`config.mk`:
```
export PLATFORM = sky130hd
export DESIGN_NAME = btn_debounce
export DESIGN_NICKNAME = d
export VERILOG_FILES = /design/src/rtl/btn_debounce_pkg.sv /design/src/rtl/btn_debounce_ch.sv /design/src/rtl/btn_debounce.sv
export SDC_FILE = /design/constraint.sdc
export NUM_CORES = 1
export LEC_CHECK = 0
export CORE_ASPECT_RATIO = 1.1
export CORE_UTILIZATION = 50
export CTS_BUF_LIST = sky130_fd_sc_hd__clkbuf_4 sky130_fd_sc_hd__clkbuf_8
export DETAILED_ROUTE_END_ITERATION = 10
export PLACE_DENSITY = 0.74
export SLEW_MARGIN = 10
export SYNTH_ARGS = -nofsm -noshare
export SYNTH_HDL_FRONTEND = slang
export SYNTH_SLANG_ARGS = --single-unit
export TNS_END_PERCENT = 50
```
`constraint.sdc`:
```
create_clock -name clk_run -period 4.35 [get_ports clk_run]
set_clock_uncertainty 0.1 [all_clocks]
set_input_delay 0.87 -clock clk_run [delete_from_list [all_inputs] [get_ports clk_run]]
set_output_delay 0.87 -clock clk_run [all_outputs]
set_load 0.005 [all_outputs]
```
`src/rtl/btn_debounce_pkg.sv`:
```
// ---------------------------------------------------------------------------
// btn_debounce_pkg
//
// Shared definitions for the push-button conditioning path.
//
// The macros are visible to every file compiled after this one, so the
// button encoder can index buttons by name (`BTN_U, `BTN_C, ...) and pick up
// the board-level timing defaults without importing anything.
//
// The package carries the same values as typed localparams, the repeat FSM
// state type, and two small constant helpers used to size the counters.
//
// No ports (package).
// ---------------------------------------------------------------------------

`ifndef BTN_DEBOUNCE_DEFS
`define BTN_DEBOUNCE_DEFS

// Number of button channels, bit order {c,r,l,d,u}.
`define BTN_NUM           5

// Bit index of each button inside the button vectors.
`define BTN_U             0
`define BTN_D             1
`define BTN_L             2
`define BTN_R             3
`define BTN_C             4

// Timing defaults in clk_run cycles.
`define BTN_DEBOUNCE_CYC  20
`define BTN_REPEAT_DELAY  30
`define BTN_REPEAT_PERIOD 6

`endif

package btn_debounce_pkg;

  // Typed copies of the header values, used as parameter defaults.
  localparam int BTN_NUM_DEF       = `BTN_NUM;
  localparam int DEBOUNCE_CYC_DEF  = `BTN_DEBOUNCE_CYC;
  localparam int REPEAT_DELAY_DEF  = `BTN_REPEAT_DELAY;
  localparam int REPEAT_PERIOD_DEF = `BTN_REPEAT_PERIOD;

  // Button bit positions, mirrored from the header for code that imports
  // the package instead of using the macros.
  localparam int BTN_U_IDX = `BTN_U;
  localparam int BTN_D_IDX = `BTN_D;
  localparam int BTN_L_IDX = `BTN_L;
  localparam int BTN_R_IDX = `BTN_R;
  localparam int BTN_C_IDX = `BTN_C;

  // Auto-repeat state per channel:
  //   RPT_IDLE - no repeat activity (button up, disabled, or held since
  //              before the enable came up)
  //   RPT_HOLD - waiting out the initial delay after the press pulse
  //   RPT_RUN  - emitting periodic repeat pulses
  typedef enum logic [1:0] {
    RPT_IDLE = 2'd0,
    RPT_HOLD = 2'd1,
    RPT_RUN  = 2'd2
  } rptState_e;

  // Larger of two integers, used to size the shared repeat counter.
  function automatic int maxInt(input int a, input int b);
    return (a > b) ? a : b;
  endfunction

  // Counter width able to hold 0..n-1, never narrower than one bit.
  function automatic int cntWidth(input int n);
    return ($clog2(n) < 1) ? 1 : $clog2(n);
  endfunction

endpackage

```
`src/rtl/btn_debounce_ch.sv`:
```
// ---------------------------------------------------------------------------
// btn_debounce_ch
//
// One button channel: 2-FF synchroniser, counter debounce and the
// auto-repeat FSM, plus the registered press / release / action pulses.
//
// Ports:
//   clk_run    in   game-logic clock, all flops on its rising edge
//   rst        in   synchronous active-high reset
//   en_i       in   1 = pulses enabled; 0 = pulses off, repeat FSM idle
//   pin_i      in   raw asynchronous pin level, 1 = pressed
//   level_o    out  debounced level
//   press_o    out  one-cycle pulse when level_o first shows 1
//   release_o  out  one-cycle pulse when level_o first shows 0
//   act_o      out  press pulse OR auto-repeat pulse
// ---------------------------------------------------------------------------

module btn_debounce_ch
  import btn_debounce_pkg::*;
#(
  parameter int DEBOUNCE_CYC  = DEBOUNCE_CYC_DEF,
  parameter int REPEAT_DELAY  = REPEAT_DELAY_DEF,
  parameter int REPEAT_PERIOD = REPEAT_PERIOD_DEF
) (
  input  logic clk_run,
  input  logic rst,
  input  logic en_i,
  input  logic pin_i,
  output logic level_o,
  output logic press_o,
  output logic release_o,
  output logic act_o
);

  localparam int CNT_W  = cntWidth(DEBOUNCE_CYC);
  localparam int RCNT_W = cntWidth(maxInt(REPEAT_DELAY, REPEAT_PERIOD));

  localparam logic [CNT_W-1:0]  CNT_LAST    = CNT_W'(DEBOUNCE_CYC - 1);
  localparam logic [RCNT_W-1:0] DELAY_LAST  = RCNT_W'(REPEAT_DELAY - 1);
  localparam logic [RCNT_W-1:0] PERIOD_LAST = RCNT_W'(REPEAT_PERIOD - 1);

  logic              sync1_q;
  logic              sync2_q;

  logic              db_q;
  logic              db_d;
  logic [CNT_W-1:0]  cnt_q;
  logic [CNT_W-1:0]  cnt_d;
  logic              riseEvt;
  logic              fallEvt;

  rptState_e         state_q;
  rptState_e         state_d;
  logic [RCNT_W-1:0] rcnt_q;
  logic [RCNT_W-1:0] rcnt_d;
  logic              rptEvt;

  logic              press_q;
  logic              press_d;
  logic              release_q;
  logic              release_d;
  logic              act_q;
  logic              act_d;

  // Two-flop synchroniser. The pin is asynchronous to clk_run, so only
  // sync2_q is allowed to feed any downstream logic; sync1_q may go
  // metastable and gets a full cycle to settle.
  always_ff @(posedge clk_run) begin
    if (rst) begin
      sync1_q <= 1'b0;
      sync2_q <= 1'b0;
    end else begin
      sync1_q <= pin_i;
      sync2_q <= sync1_q;
    end
  end

  // Debounce next-state. The counter only advances while the synchronised
  // pin disagrees with the stable level; a single agreeing sample (a bounce
  // back) clears it, so the level only moves after DEBOUNCE_CYC
  // consecutive disagreeing samples. The edge events are raised in the
  // same cycle the stable level is about to change, which lets the pulse
  // registers line up with the new level on the output.
  always_comb begin
    db_d    = db_q;
    cnt_d   = '0;
    riseEvt = 1'b0;
    fallEvt = 1'b0;
    if (sync2_q != db_q) begin
      if (cnt_q == CNT_LAST) begin
        db_d    = sync2_q;
        riseEvt = sync2_q;
        fallEvt = ~sync2_q;
      end else begin
        cnt_d = cnt_q + CNT_W'(1);
      end
    end
  end

  // Debounce state registers.
  always_ff @(posedge clk_run) begin
    if (rst) begin
      db_q  <= 1'b0;
      cnt_q <= '0;
    end else begin
      db_q  <= db_d;
      cnt_q <= cnt_d;
    end
  end

  // Auto-repeat next-state. Leaving for IDLE on release or disable is
  // checked before anything else, so a release landing on the same cycle
  // as a due repeat suppresses that repeat. IDLE only arms on a debounced
  // rising edge seen while enabled, which is why raising en_i while the
  // button is already held produces nothing until a fresh press.
  always_comb begin
    state_d = state_q;
    rcnt_d  = rcnt_q;
    rptEvt  = 1'b0;
    if (!en_i || fallEvt) begin
      state_d = RPT_IDLE;
      rcnt_d  = '0;
    end else begin
      unique case (state_q)
        RPT_IDLE: begin
          rcnt_d = '0;
          if (riseEvt) begin
            state_d = RPT_HOLD;
          end
        end
        RPT_HOLD: begin
          if (rcnt_q == DELAY_LAST) begin
            rptEvt  = 1'b1;
            state_d = RPT_RUN;
            rcnt_d  = '0;
          end else begin
            rcnt_d = rcnt_q + RCNT_W'(1);
          end
        end
        RPT_RUN: begin
          if (rcnt_q == PERIOD_LAST) begin
            rptEvt = 1'b1;
            rcnt_d = '0;
          end else begin
            rcnt_d = rcnt_q + RCNT_W'(1);
          end
        end
        default: begin
          state_d = RPT_IDLE;
          rcnt_d  = '0;
        end
      endcase
    end
  end

  // Repeat FSM state register.
  always_ff @(posedge clk_run) begin
    if (rst) begin
      state_q <= RPT_IDLE;
      rcnt_q  <= '0;
    end else begin
      state_q <= state_d;
      rcnt_q  <= rcnt_d;
    end
  end

  // Pulse next-state. A press needs the stable level to be low and a
  // repeat needs it high, so the two can never coincide in act.
  always_comb begin
    press_d   = en_i & riseEvt;
    release_d = en_i & fallEvt;
    act_d     = press_d | rptEvt;
  end

  // Pulse registers, updated on the same edge as the debounced level.
  always_ff @(posedge clk_run) begin
    if (rst) begin
      press_q   <= 1'b0;
      release_q <= 1'b0;
      act_q     <= 1'b0;
    end else begin
      press_q   <= press_d;
      release_q <= release_d;
      act_q     <= act_d;
    end
  end

  assign level_o   = db_q;
  assign press_o   = press_q;
  assign release_o = release_q;
  assign act_o     = act_q;

endmodule

```
`src/rtl/btn_debounce.sv`:
```
// ---------------------------------------------------------------------------
// btn_debounce
//
// Conditions the raw board push-buttons for the button encoder. Each pin
// gets its own independent btn_debounce_ch; this level only adds the
// registered any_press_o used by the game-control start/restart handshake.
//
// Ports:
//   clk_run        in   game-logic clock
//   rst            in   synchronous active-high reset
//   en_i           in   1 = event pulses enabled
//   btn_pin_i      in   [BTN_NUM] raw asynchronous pins, 1 = pressed
//   btn_level_o    out  [BTN_NUM] debounced levels
//   btn_press_o    out  [BTN_NUM] one-cycle press pulses
//   btn_release_o  out  [BTN_NUM] one-cycle release pulses
//   btn_act_o      out  [BTN_NUM] press or auto-repeat pulses
//   any_press_o    out  OR of btn_press_o, one cycle later
// ---------------------------------------------------------------------------

module btn_debounce
  import btn_debounce_pkg::*;
#(
  parameter int BTN_NUM       = BTN_NUM_DEF,
  parameter int DEBOUNCE_CYC  = DEBOUNCE_CYC_DEF,
  parameter int REPEAT_DELAY  = REPEAT_DELAY_DEF,
  parameter int REPEAT_PERIOD = REPEAT_PERIOD_DEF
) (
  input  logic               clk_run,
  input  logic               rst,
  input  logic               en_i,
  input  logic [BTN_NUM-1:0] btn_pin_i,
  output logic [BTN_NUM-1:0] btn_level_o,
  output logic [BTN_NUM-1:0] btn_press_o,
  output logic [BTN_NUM-1:0] btn_release_o,
  output logic [BTN_NUM-1:0] btn_act_o,
  output logic               any_press_o
);

  logic anyPress_q;
  logic anyPress_d;

  // One fully independent channel per button.
  for (genvar ch = 0; ch < BTN_NUM; ch++) begin : g_ch
    btn_debounce_ch #(
      .DEBOUNCE_CYC  (DEBOUNCE_CYC),
      .REPEAT_DELAY  (REPEAT_DELAY),
      .REPEAT_PERIOD (REPEAT_PERIOD)
    ) u_ch (
      .clk_run   (clk_run),
      .rst       (rst),
      .en_i      (en_i),
      .pin_i     (btn_pin_i[ch]),
      .level_o   (btn_level_o[ch]),
      .press_o   (btn_press_o[ch]),
      .release_o (btn_release_o[ch]),
      .act_o     (btn_act_o[ch])
    );
  end

  // Coincident presses on several buttons collapse into one pulse here,
  // so the start/restart handshake sees a single event.
  always_comb begin
    anyPress_d = |btn_press_o;
  end

  // any_press register, one cycle behind the press pulses.
  always_ff @(posedge clk_run) begin
    if (rst) begin
      anyPress_q <= 1'b0;
    end else begin
      anyPress_q <= anyPress_d;
    end
  end

  assign any_press_o = anyPress_q;

endmodule
```
# Word level (Yosys, flattened, before mapping)
# Index checks and enable logic that the tools add are counted.
[word_totals] ff_bits=91 inputBits=8 out_inout_bits=21 elab_cells=228
[classes] add_sub_neg=10 n_eq_ne=40 mux=70 n_bitwise=30 n_reduce_logical=32
[ops] operator="$add 5x1->5 const B" n=10
[ops] operator="$eq 5x5->1 const B" n=10
[ops] operator="$mux 5" n=10
[ops] operator="$pmux 5 s2" n=5
[ops] operator="$mux 1" n=35
[ops] operator="$pmux 2 s3" n=5
[ops] operator="$eq 5x3->1 const B" n=5
[ops] operator="$mux 2" n=10
[ops] operator="$ne 2x1->1 const B" n=10
[ops] operator="$not 1->1" n=15
[ops] operator="$reduce_and 3->1" n=5
[ops] operator="$reduce_or 3->1" n=5
[ops] operator="$and 1x1->1" n=10
[ops] operator="$eq 2x1->1 const B" n=5
[ops] operator="$eq 2x2->1 const B" n=5
[ops] operator="$logic_not 2->1" n=5
[ops] operator="$pmux 1 s2" n=5
[ops] operator="$reduce_and 2->1" n=5
[ops] operator="$reduce_or 2->1" n=5
[ops] operator="$logic_or 1x1->1" n=5
[ops] operator="$ne 1x1->1" n=5
[ops] operator="$or 1x1->1" n=5
[ops] operator="$reduce_or 5->1" n=1
[ops] operator="$logic_not 1->1" n=1

# Depth between registers and ports, before layout
[logic_depth] word_depth=6 ltp_mapped=6 ltp_nobuf=6

# Modules after synthesis
# From an unflattened synthesis, not the netlist that was laid out.
[unflattened] cells_unflattened=441 hier_area_um2=4196.5
[modules_own_cells] mod="btn_debounce_ch at g_ch[0].u_ch ..." n_inst=4 cells_per_inst=87 area_each_um2=833.3 seq_area_each_um2=360.3
[modules_own_cells] mod="btn_debounce_ch at g_ch[4].u_ch" n_inst=1 cells_per_inst=89 area_each_um2=829.5 seq_area_each_um2=360.3
[modules_own_cells] mod="btn_debounce" n_inst=1 cells_per_inst=4 area_each_um2=33.8 seq_area_each_um2=20.0

# Worst setup path before layout
# Ideal clock, no wire load.
[synth_timing] path_kind="input port to flip-flop" start="input rst" end="register g_ch[1].u_ch.rcnt_q[0]" setup_ns=0.065 arrival_ns=1.751 required_ns=4.185 setup_slack_ns=2.434 cell_stages=4 n_path_buf=0 path_cell_list="nand2b_2 a31oi_2 nor3b_2 nor2b_1"
[synth_between] elab_chain_len=1
[synth_rtl] item="start: declaration" line_no="btn_debounce.sv:29" rtl="input logic rst,"
[synth_rtl] item="$reduce_or 2->1 (no line)"
[synth_rtl] item="end signal: assignment" line_no="btn_debounce_ch.sv:163" rtl="rcnt_q <= rcnt_d;"
[synth_rtl] item="end: declaration" line_no="btn_debounce_ch.sv:54" rtl="logic [RCNT_W-1:0] rcnt_q;"
# Every way passes these cells.
# A chain may end at the register's enable or synchronous reset.

# Worst setup path after layout
# Same ends and word-level chain as after synthesis.

==> metrics.txt <==
# TYPE chip_impl_metric gauge
chip_impl_metric{name="antenna_found_initial",unit=""} 0
chip_impl_metric{name="dieArea",unit="sq um"} 8830
chip_impl_metric{name="setup-violations-final",unit=""} 0
chip_impl_metric{name="routed_wl",unit="mm"} 6.71
chip_impl_metric{name="h-tree-depth",unit=""} 3
chip_impl_metric{name="track_usage",unit="%"} 16.7
chip_impl_metric{name="worst_ep_arrival_time",unit="ns"} 2.61
chip_impl_metric{name="start_util",unit="%"} 52.6
chip_impl_metric{name="synthCells",unit=""} 434
chip_impl_metric{name="timing.max_cap.violations",unit=""} 0
chip_impl_metric{name="ys_ff_latch",unit=""} 91
chip_impl_metric{name="cp_data_required_time",unit="ns"} 4.54
chip_impl_metric{name="clk_latency",unit="ns"} 0.35
chip_impl_metric{name="crit_path_max_fanout",unit=""} 23
chip_impl_metric{name="final.setup.worst_slack",unit="ns"} 1.93
chip_impl_info{name="cpLargestDelayFamily",value="simple AND/OR/NAND/NOR gates"} 1
chip_impl_metric{name="worst_hold_slack",unit="ns"} 0.340
chip_impl_metric{name="post_dp_hpwl",unit="mm"} 5.01
chip_impl_metric{name="share_of_layout_cells_above_drive_strength_1",unit="%"} 7.02
chip_impl_metric{name="finalSetupTns",unit="ns"} 0
chip_impl_info{name="critical_path.slowest_cell",value="clkdlybuf4s50_1"} 1
chip_impl_info{name="cp-startpoint",value="rst"} 1
chip_impl_metric{name="tritoncts_num_sinks",unit=""} 91
chip_impl_metric{name="cts_made_buffers",unit=""} 9
chip_impl_metric{name="timing.reg2reg.setup_slack",unit="ns"} 2.60
chip_impl_metric{name="post-cts-setup-buffer-count",unit=""} 0
chip_impl_metric{name="cts_buffer_depth",unit=""} 2
chip_impl_metric{name="die_width",unit="um"} 89.7
chip_impl_metric{name="post_cts_resized",unit=""} 0
chip_impl_metric{name="coreArea",unit="sq um"} 8040
chip_impl_metric{name="detail_route.vias_per_cell",unit=""} 5.04
chip_impl_metric{name="gp_routability_congestion",unit=""} 0.799
chip_impl_info{name="ctsRootBufferMaster",value="clkbuf_8"} 1
chip_impl_metric{name="number_of_hold_repair_buffers_added_at_the_cts_stage",unit=""} 0
chip_impl_metric{name="critPathMaxStageDelay",unit="ns"} 0.39
chip_impl_metric{name="hold_viol",unit=""} 0
chip_impl_metric{name="boundaryPins",unit=""} 29
chip_impl_metric{name="synthesis.area_per_instance",unit="sq um"} 9.74
chip_impl_metric{name="via_count_of_the_first_global_routing_pass",unit=""} 2638
chip_impl_metric{name="power_leakage",unit="nW"} 1.75
chip_impl_metric{name="syn2layout_area_growth",unit="%"} 11.0
chip_impl_info{name="critPathCapture",value="g_ch[1].u_ch.rcnt_q[0]"} 1
chip_impl_metric{name="nFillCells",unit=""} 679
chip_impl_metric{name="detail_route.first_pass.iterations",unit=""} 4
chip_impl_metric{name="max_freq",unit="MHz"} 413
chip_impl_metric{name="worst_pin_slew",unit="ns"} 0.464
chip_impl_metric{name="buffer_ports.inserted",unit=""} 28
chip_impl_info{name="rsz_0062_raised_after_global_routing",value="no"} 1
chip_impl_metric{name="maxSlewViolCount",unit=""} 0
chip_impl_metric{name="rows",unit=""} 34
chip_impl_info{name="worst_setup_path_end_kind",value="register"} 1
chip_impl_metric{name="antenna_left",unit=""} 0
chip_impl_info{name="r2r_start",value="g_ch[1].u_ch.cnt_q[0]"} 1
chip_impl_metric{name="min_period",unit="ns"} 2.42
chip_impl_info{name="type_of_element_launching_the_critical_path",value="input pin"} 1
chip_impl_info{name="outcome",value="finished clean"} 1
chip_impl_metric{name="detail_route.wl_per_cell",unit="um"} 11.9
chip_impl_metric{name="worst_ir_drop_on_vdd",unit="mV"} 0.184
chip_impl_metric{name="maximum_number_of_pins_on_one_net_before_global_route_repair",unit=""} 24
chip_impl_metric{name="yosys_warnings",unit=""} 0
chip_impl_metric{name="antenna-diode-count",unit=""} 0
chip_impl_info{name="tritoncts",value="done"} 1
chip_impl_metric{name="grt-ovfl-total",unit=""} 0
chip_impl_metric{name="reg2reg_depth",unit=""} 5
chip_impl_metric{name="synth.cell_area",unit="sq um"} 4230
chip_impl_metric{name="detail_route.drc_violations",unit=""} 0
chip_impl_info{name="worstPathCellList",value="clkdlybuf4s50_1 > buf_4 > nand2b_2 > a31oi_2 > nor3b_2 > nor2b_1"} 1
chip_impl_info{name="worst_hold_path_type",value="register to register"} 1
chip_impl_metric{name="final_layout_net_count",unit=""} 495
chip_impl_metric{name="clk_pin_slew_worst_paths",unit="ns"} 0.08
chip_impl_metric{name="yosysSeqAreaShare",unit="%"} 43.1
chip_impl_metric{name="cp_num_cells",unit=""} 6
chip_impl_metric{name="max-slew-margin-rel",unit="%"} 69.0
chip_impl_info{name="capturing_point_of_the_worst_reg2reg_path",value="g_ch[1].u_ch.rcnt_q[0]"} 1
chip_impl_metric{name="grt_pass1_wl",unit="mm"} 11.3
chip_impl_metric{name="post_synth_num_cell_types",unit=""} 30
chip_impl_metric{name="crit_buf_inv",unit=""} 2
chip_impl_info{name="mostFrequentLayoutCell",value="dfxtp_1"} 1
chip_impl_metric{name="power.density_cell_area",unit="nW/um^2"} 308
chip_impl_metric{name="vias",unit=""} 2840
chip_impl_metric{name="post-route-period-util",unit="%"} 55.6
chip_impl_metric{name="overall_die_height",unit="um"} 98.4
chip_impl_metric{name="dr.first_iter.drc_count",unit=""} 83
chip_impl_info{name="most_frequent_cells_in_the_layout",value="91 x dfxtp_1, 47 x nor2_1, 35 x ha_1"} 1
chip_impl_info{name="path_class",value="input pin to register"} 1
chip_impl_metric{name="dp_slack",unit="ns"} 1.57
chip_impl_metric{name="syn-num-nets",unit=""} 477
[how the worst min path moves through the flow]
stage,from,to,slack [ns],depth (start not counted)
after floorplan,g_ch[0].u_ch.sync1_q,g_ch[0].u_ch.sync2_q,0.31,1
after global placement,g_ch[3].u_ch.sync1_q,g_ch[3].u_ch.sync2_q,0.32,1
after detailed placement,g_ch[2].u_ch.sync1_q,g_ch[2].u_ch.sync2_q,0.32,1
after CTS,g_ch[4].u_ch.sync1_q,g_ch[4].u_ch.sync2_q,0.34,1
after global routing,g_ch[4].u_ch.sync1_q,g_ch[4].u_ch.sync2_q,0.35,1
final,g_ch[2].u_ch.sync1_q,g_ch[2].u_ch.sync2_q,0.34,1
[state kept, by name, indices dropped and copies added (netlist names)]
name / flops
g_ch.u_ch.cnt_q: 25
g_ch.u_ch.rcnt_q: 25
g_ch.u_ch.state_q: 10
g_ch.u_ch.act_o: 5
g_ch.u_ch.level_o: 5
g_ch.u_ch.press_o: 5
g_ch.u_ch.release_o: 5
g_ch.u_ch.sync1_q: 5
g_ch.u_ch.sync2_q: 5
any_press_o: 1
[stage by stage]
| step | cell area, sq um | power [mW] | instances | utilization [%] |
|---|---|---|---|---|
| after floorplan | 4230 | 0.881 | 434 | - |
| after global placement | 4490 | 0.893 | 549 | 55.9 |
| after detailed placement | 4490 | 0.894 | 549 | 55.9 |
| after CTS | 4690 | 1.47 | 564 | 58.4 |
| after global routing | 4690 | 1.51 | 564 | 58.4 |
| final | 4690 | 1.45 | 564 | 58.4 |
[final cells by class]
cell class                 instances  area (sq um)  area share, %
timing repair buffer              29           288           6.13
multi-input combinational        296          2150           45.9
clock inverter                     2          35.0          0.746
sequential                        91          1820           38.8
inverter                          25          93.8           2.00
tap                              108           135           2.88
clock buffer                      13           166           3.54
[Yosys cell counts (all sizes together)]
cell,count,area (sq um)
xnor2,15,131
nor3b,6,70.1
and4bb,5,81.3
o21ai,6,30.0
nand4,5,31.3
a221o,4,40.0
nand2,33,124
a211o,5,43.8
and2,15,93.8
nand2b,6,40.0
inv,25,93.8
nand3,30,150
nand4bb,5,56.3
clkbuf,2,7.51
ha,35,438
xor2,15,131
a31oi,5,97.6
o211a,1,10.0
nor3,1,5.00
buf,20,150
nor2,47,176
a21o,5,37.5
nor2b,21,131
mux2i,14,140
a21oi,13,65.1
nand3b,4,30.0
dfxtp,91,1820
[cell families after synthesis]
logic type | share of synthesized area, %
AOI/OAI and AO/OA | 7.66
xor gates and xnor gates | 6.22
adders and majority gates | 10.4
buffers and inverters | 5.95
DFF | 43.1
muxes | 3.31
and+or+nand+nor | 23.4
[where the power goes]
part | internal [mW] | switching [mW] | total (mW)
Sequential | 0.838 | 0.00329 | 0.841
Clock | 0.306 | 0.268 | 0.574
Combinational | 0.0156 | 0.0172 | 0.0328
[routing by layer]
metal  vias up  part of all wire [%]  GRT usage [%]
met5         -                     0              0
met4         0                   2.8           9.28
met3        15                   2.8           3.35
met2        39                    48           27.6
met1      1326                    46           19.8
li1       1460                     -              -
[worst register-to-register path, stage by stage, from the launching register on]
cell      delay, ns
dfxtp_1        0.33
ha_1           0.24
and4bb_4       0.25
a31oi_2        0.29
nor3b_2        0.32
nor2b_1        0.16
(Power assumes the default switching activity.)
